[config.mk]
export PLATFORM = sky130hd
export DESIGN_NAME = pe_feed_ctrl
export DESIGN_NICKNAME = d
export VERILOG_FILES = /design/src/rtl/pe_ctrl_pkg.sv /design/src/rtl/pe_gbuf.sv /design/src/rtl/pe_feed_ctrl.sv
export SDC_FILE = /design/constraint.sdc
export NUM_CORES = 1
export LEC_CHECK = 0
export CORE_ASPECT_RATIO = 0.6
export CORE_MARGIN = 5
export CORE_UTILIZATION = 30
export DETAILED_ROUTE_END_ITERATION = 8
export SYNTH_ARGS = -nofsm -noshare
export SYNTH_HDL_FRONTEND = slang
export SYNTH_SLANG_ARGS = --single-unit
[constraint.sdc]
create_clock -name aclk -period 5.05 [get_ports aclk]
set_input_delay 1.01 -clock aclk [delete_from_list [all_inputs] [get_ports aclk]]
set_output_delay 1.01 -clock aclk [all_outputs]
set_load 0.005 [all_outputs]
[src/rtl/pe_ctrl_pkg.sv]
// Shared types and default sizing for the PE feed controller and its global buffer.
package pe_ctrl_pkg;

    localparam int DATA_W  = 32;
    localparam int ADDR_W  = 6;
    localparam int VEC_LEN = 16;
    localparam int TIMEOUT = 64;

    typedef enum logic [2:0] {
        ST_IDLE  = 3'd0,
        ST_LOAD  = 3'd1,
        ST_ISSUE = 3'd2,
        ST_WAIT  = 3'd3,
        ST_DONE  = 3'd4
    } state_t;

    function automatic logic is_busy(input state_t s);
        return (s == ST_LOAD) || (s == ST_ISSUE) || (s == ST_WAIT);
    endfunction

endpackage

[src/rtl/pe_gbuf.sv]
// Global buffer: 2**AW words, one synchronous write port and one asynchronous read port.
// Latency: writes land on the next edge, reads are combinational; no backpressure.
module pe_gbuf #(
    parameter int DATA_W = 32,
    parameter int AW     = 5
) (
    input  logic              aclk,
    input  logic              we,
    input  logic [AW-1:0]     waddr,
    input  logic [DATA_W-1:0] wdata,
    input  logic [AW-1:0]     raddr,
    output logic [DATA_W-1:0] rdata
);

    // No reset: contents must survive a controller reset.
    logic [DATA_W-1:0] mem [2**AW];

    always_ff @(posedge aclk) begin
        if (we) begin
            mem[waddr] <= wdata;
        end
    end

    assign rdata = mem[raddr];

endmodule

[src/rtl/pe_feed_ctrl.sv]
// Feeds one PE: loads VEC_LEN weights into its RAM, then issues operands one at a time.
// Latency: 16 load + (1 + wait) per element + 1 done; waits on pe_dvalid up to TIMEOUT cycles.
module pe_feed_ctrl #(
    parameter int DATA_W  = pe_ctrl_pkg::DATA_W,
    parameter int ADDR_W  = pe_ctrl_pkg::ADDR_W,
    parameter int VEC_LEN = pe_ctrl_pkg::VEC_LEN,
    parameter int TIMEOUT = pe_ctrl_pkg::TIMEOUT
) (
    input  logic                         aclk,
    input  logic                         aresetn,
    input  logic                         start,
    input  logic                         gb_we,
    input  logic [$clog2(2*VEC_LEN)-1:0] gb_addr,
    input  logic [DATA_W-1:0]            gb_din,
    output logic [DATA_W-1:0]            pe_din,
    output logic [DATA_W-1:0]            pe_ain,
    output logic [ADDR_W-1:0]            pe_addr,
    output logic                         pe_we,
    output logic                         pe_valid,
    input  logic                         pe_dvalid,
    input  logic [DATA_W-1:0]            pe_dout,
    output logic                         busy,
    output logic                         done,
    output logic                         err,
    output logic [DATA_W-1:0]            result
);

    import pe_ctrl_pkg::*;

    localparam int IDX_W = $clog2(VEC_LEN);
    localparam int GBW   = IDX_W + 1;
    localparam int CNT_W = $clog2(TIMEOUT);
    localparam logic [IDX_W-1:0] LAST_IDX = IDX_W'(VEC_LEN - 1);
    localparam logic [CNT_W-1:0] TO_LAST  = CNT_W'(TIMEOUT - 1);

    state_t             state_q, state_d;
    logic [IDX_W-1:0]   j_q, j_d, k_q, k_d;
    logic [CNT_W-1:0]   tcnt_q, tcnt_d;
    logic               hit_last, to_hit;
    logic               gb_wr;
    logic [GBW-1:0]     rd_addr;
    logic [DATA_W-1:0]  rd_dat, rd_fwd;

    logic [DATA_W-1:0]  pe_din_d, pe_ain_d, result_d;
    logic [ADDR_W-1:0]  pe_addr_d;
    logic               pe_we_d, pe_valid_d, busy_d, done_d, err_d;

    // Host writes are only accepted while no run is using the buffer.
    assign gb_wr = gb_we & ~busy;

    pe_gbuf #(
        .DATA_W (DATA_W),
        .AW     (GBW)
    ) u_gbuf (
        .aclk  (aclk),
        .we    (gb_wr),
        .waddr (gb_addr),
        .wdata (gb_din),
        .raddr (rd_addr),
        .rdata (rd_dat)
    );

    // Weights live in the lower half, the ain vector in the upper half.
    assign rd_addr = (state_d == ST_LOAD) ? {1'b0, j_d} : {1'b1, k_d};

    // A write landing on the same edge as the read must be seen by it.
    assign rd_fwd = (gb_wr && (gb_addr == rd_addr)) ? gb_din : rd_dat;

    assign hit_last = (state_q == ST_WAIT) &&  pe_dvalid && (k_q == LAST_IDX);
    assign to_hit   = (state_q == ST_WAIT) && !pe_dvalid && (tcnt_q == TO_LAST);

    always_ff @(posedge aclk or negedge aresetn) begin
        if (!aresetn) begin
            state_q <= ST_IDLE;
            j_q     <= '0;
            k_q     <= '0;
            tcnt_q  <= '0;
        end else begin
            state_q <= state_d;
            j_q     <= j_d;
            k_q     <= k_d;
            tcnt_q  <= tcnt_d;
        end
    end

    always_comb begin
        state_d = state_q;
        j_d     = j_q;
        k_d     = k_q;
        tcnt_d  = tcnt_q;
        case (state_q)
            ST_IDLE: begin
                if (start) begin
                    state_d = ST_LOAD;
                    j_d     = '0;
                end
            end
            ST_LOAD: begin
                if (j_q == LAST_IDX) begin
                    state_d = ST_ISSUE;
                    k_d     = '0;
                end else begin
                    j_d = j_q + 1'b1;
                end
            end
            ST_ISSUE: begin
                state_d = ST_WAIT;
                tcnt_d  = '0;
            end
            ST_WAIT: begin
                if (pe_dvalid) begin
                    if (k_q == LAST_IDX) begin
                        state_d = ST_DONE;
                    end else begin
                        state_d = ST_ISSUE;
                        k_d     = k_q + 1'b1;
                    end
                end else if (tcnt_q == TO_LAST) begin
                    state_d = ST_DONE;
                end else begin
                    tcnt_d = tcnt_q + 1'b1;
                end
            end
            ST_DONE: begin
                state_d = ST_IDLE;
            end
            default: begin
                state_d = ST_IDLE;
            end
        endcase
    end

    // Outputs are computed from the next state so the registered copies line up with it.
    always_comb begin
        pe_we_d    = (state_d == ST_LOAD);
        pe_valid_d = (state_d == ST_ISSUE);
        busy_d     = is_busy(state_d);
        done_d     = (state_d == ST_DONE);
        pe_addr_d  = pe_addr;
        pe_din_d   = pe_din;
        pe_ain_d   = pe_ain;
        err_d      = err;
        result_d   = result;
        case (state_d)
            ST_LOAD: begin
                pe_addr_d = ADDR_W'(j_d);
                pe_din_d  = rd_fwd;
            end
            ST_ISSUE: begin
                pe_addr_d = ADDR_W'(k_d);
                pe_ain_d  = rd_fwd;
            end
            default: begin
            end
        endcase
        if ((state_q == ST_IDLE) && start) begin
            err_d = 1'b0;
        end
        if (to_hit) begin
            err_d = 1'b1;
        end
        if (hit_last) begin
            result_d = pe_dout;
        end
    end

    always_ff @(posedge aclk or negedge aresetn) begin
        if (!aresetn) begin
            pe_din   <= '0;
            pe_ain   <= '0;
            pe_addr  <= '0;
            pe_we    <= 1'b0;
            pe_valid <= 1'b0;
            busy     <= 1'b0;
            done     <= 1'b0;
            err      <= 1'b0;
            result   <= '0;
        end else begin
            pe_din   <= pe_din_d;
            pe_ain   <= pe_ain_d;
            pe_addr  <= pe_addr_d;
            pe_we    <= pe_we_d;
            pe_valid <= pe_valid_d;
            busy     <= busy_d;
            done     <= done_d;
            err      <= err_d;
            result   <= result_d;
        end
    end

endmodule
==> results.cfg <==
[run_status]
status = finished, final reports clean

[detailed_routing]
firstDrtPassIters = 5
vias = 27966
drtAntennaViolNets = 0
avgViaCountPerCell = 5.27
drtIter0Drc = 3905
drc = 0
drt-total-wl_um = 137000
wl_per_cell_um = 25.7

[grt]
grt_pass1_vias = 26382
grt_overflow_total = 0
grt_max_degree = 89
antenna_found_initial = 8
grt_pass1_wl_um = 194000
grt_usage_pct = 16.8

[final_layout]
mostFrequentLayoutCells = edfxtp_1, nand2_1, mux2i_1
layout.nets = 3286
final_common_cell = edfxtp_1
syn2layout_area_growth_pct = 18.9
nFillCells = 14173
drive_gt1_share_pct = 13.4

[clock_tree]
hold_buffers = 0
cts.sinks = 1146
cts_tree = built
worstSkewPairLatency_ns = 0.69
postCtsSetupBuffers = 0
clockBufferDepth = 3
cts_buffers = 99
h-tree-depth = 3
post_cts_resized = 0
clkTransAtPathRegs_ns = 0.07
root_buffer = clkbuf_16

[pwr]
ir_drop_v = 0.000410
power_density_nw_per_um2 = 586
power_leakage_nw = 18.0

[logic_synthesis]
syn_inst = 2987
yosysUniqueCellTypes = 81
ys_seq_elements = 1146
async_flop_share_pct = 10.6
synth-edff-count = 1024
yosys_warnings = 0
synth_ff_type = edfxtp_1
syn_area_um2 = 45000
seq_area_frac_synth_pct = 75.1
synth_area_per_cell_um2 = 15.1

[timing]
fmax_mhz = 244
drv_slew = 0
finalSetupTns_ns = 0
setup_violations = 0
finalHoldViolCount = 0
final_min_period_over_clock_period_pct = 81.2
skew_ns = 0.0227
rsz0062_at_grt = no
hold_slack_ns = 0.353
slew_headroom_pct = 7.91
min_period_ns = 4.10
worst_pin_slew_ns = 1.38

[setup_path]
worstSetupEndpointType = register
cp_data_arrival_time_ns = 4.65
cp-start-kind = register
cp_max_fo = 31
reg2regPathDepth = 11
cp_data_required_time_ns = 5.60
worstSetupPathType = reg2reg

[placed_design]
port_buffers = 178
place.gp.congestion = 0.851
post-dp-hpwl_um = 80700

[floorplanning]
core_region_area_um2 = 149000
rows = 110
initial_utilization_pct = 30.1
die_x_um = 510
die_h_um = 310
ioPinCount = 181
die_area_um2 = 158000

[hold_path]
hold_class = in2async

[run]
maxCapViolCount = 0
==> critical path, stage by stage (launching register included) <==
cell      delay, ns
dfrtp_1        0.50
ha_1           0.42
and3_4         0.31
a2111o_1       0.19
buf_4          0.21
nand4_1        0.23
mux4_2         0.56
or4_2          0.63
buf_12         0.25
nand4_1        0.10
or3_1          0.38
a31oi_1        0.14
==> sequential cells by signal (all words and copies together) (netlist names), 3 cells and up <==
register    count
k_q             4
j_q             4
state_q         3
u_gbuf.mem   1024
tcnt_q          6
pe_addr         4
pe_din         32
result         32
pe_ain         32
==> worst paths after layout <==
check | startpoint | endpoint | slack (ns)
setup / recovery | j_q[0] | pe_ain[23] | 0.95
hold / removal | aresetn | j_q[0] | 0.35
setup reg to reg | j_q[0] | pe_ain[23] | 0.95
hold reg to reg | result[27] | result[27] | 0.51
max in group asynchronous | aresetn | k_q[1] | 3.62
min in group aclk | result[27] | result[27] | 0.51
==> cells by family (layout without fill, tap and decap cells) <==
group	after synthesis	after routing	share of synthesized area, %
flops	1146	1146	75.1
simple gates	892	892	8.89
compound gates	456	456	7.46
mux	272	272	6.34
buf+inv	211	516	1.97
xor+xnor	6	6	0.117
fa+ha+maj	3	3	0.0835
other cells	1	3	0.00834
==> area by class of cell <==
type	instances	area (um2)	share of cell area [%]
clock inverters	49	385	0.721
repair buffers	317	3350	6.27
clock buffers	136	2720	5.08
inverters	14	55.1	0.103
flip-flops and latches	1146	33800	63.2
well taps	2016	2520	4.72
diodes	1	2.50	0.00468
multi-input cells	1631	10600	19.9
==> metal layers <==
metal | routed length (um) | vias up | global-route usage (%)
li1 | - | 12009 | -
met1 | 63800 | 14288 | 26.1
met2 | 53500 | 1478 | 22.5
met3 | 16700 | 189 | 5.89
met4 | 2540 | 2 | 3.28
met5 | 59 | - | 0.266
==> Yosys cell counts (10+ instances only) <==
cell,count,area share [%]
a32oi_1,130,2.5
buf_1,16,0.13
mux2i_1,178,4.0
o22a_1,28,0.55
dfrtp_1,122,6.8
or3_1,31,0.43
nand3b_1,10,0.17
buf_2,47,0.52
nand2_1,506,4.2
inv_1,13,0.11
and3_1,11,0.15
o21ai_0,10,0.11
a22oi_1,54,0.90
a31oi_1,67,0.93
nand4_1,71,0.99
clkbuf_1,127,1.1
edfxtp_1,1024,68
mux2_2,93,2.3
nand3_1,88,0.98
nor2_1,117,0.98
o22ai_1,31,0.43
a21oi_1,77,0.86
==> power by group <==
part | total, W | switching [W] | internal [W]
combinational | 0.0127 | 0.00783 | 0.00483
clock | 0.00751 | 0.00347 | 0.00404
sequential | 0.0112 | 0.000360 | 0.0108
total | 0.0313 | 0.0117 | 0.0197
==> through the flow <==
| step | cell area [um2] | utilization, % | total power, W | std cells | worst slack, ns |
|---|---|---|---|---|---|
| after global placement | 50400 | 33.7 | 0.0238 | 5124 | 0.440 |
| after floorplan | 45000 | - | 0.0187 | 2988 | 1.37 |
| after global routing | 53500 | 35.8 | 0.0328 | 5310 | 0.793 |
| final | 53500 | 35.8 | 0.0313 | 5310 | 0.950 |
| after detailed placement | 50400 | 33.7 | 0.0238 | 5124 | 0.362 |
| after CTS | 53500 | 35.8 | 0.0313 | 5309 | 1.09 |
(Power assumes the default switching activity.)
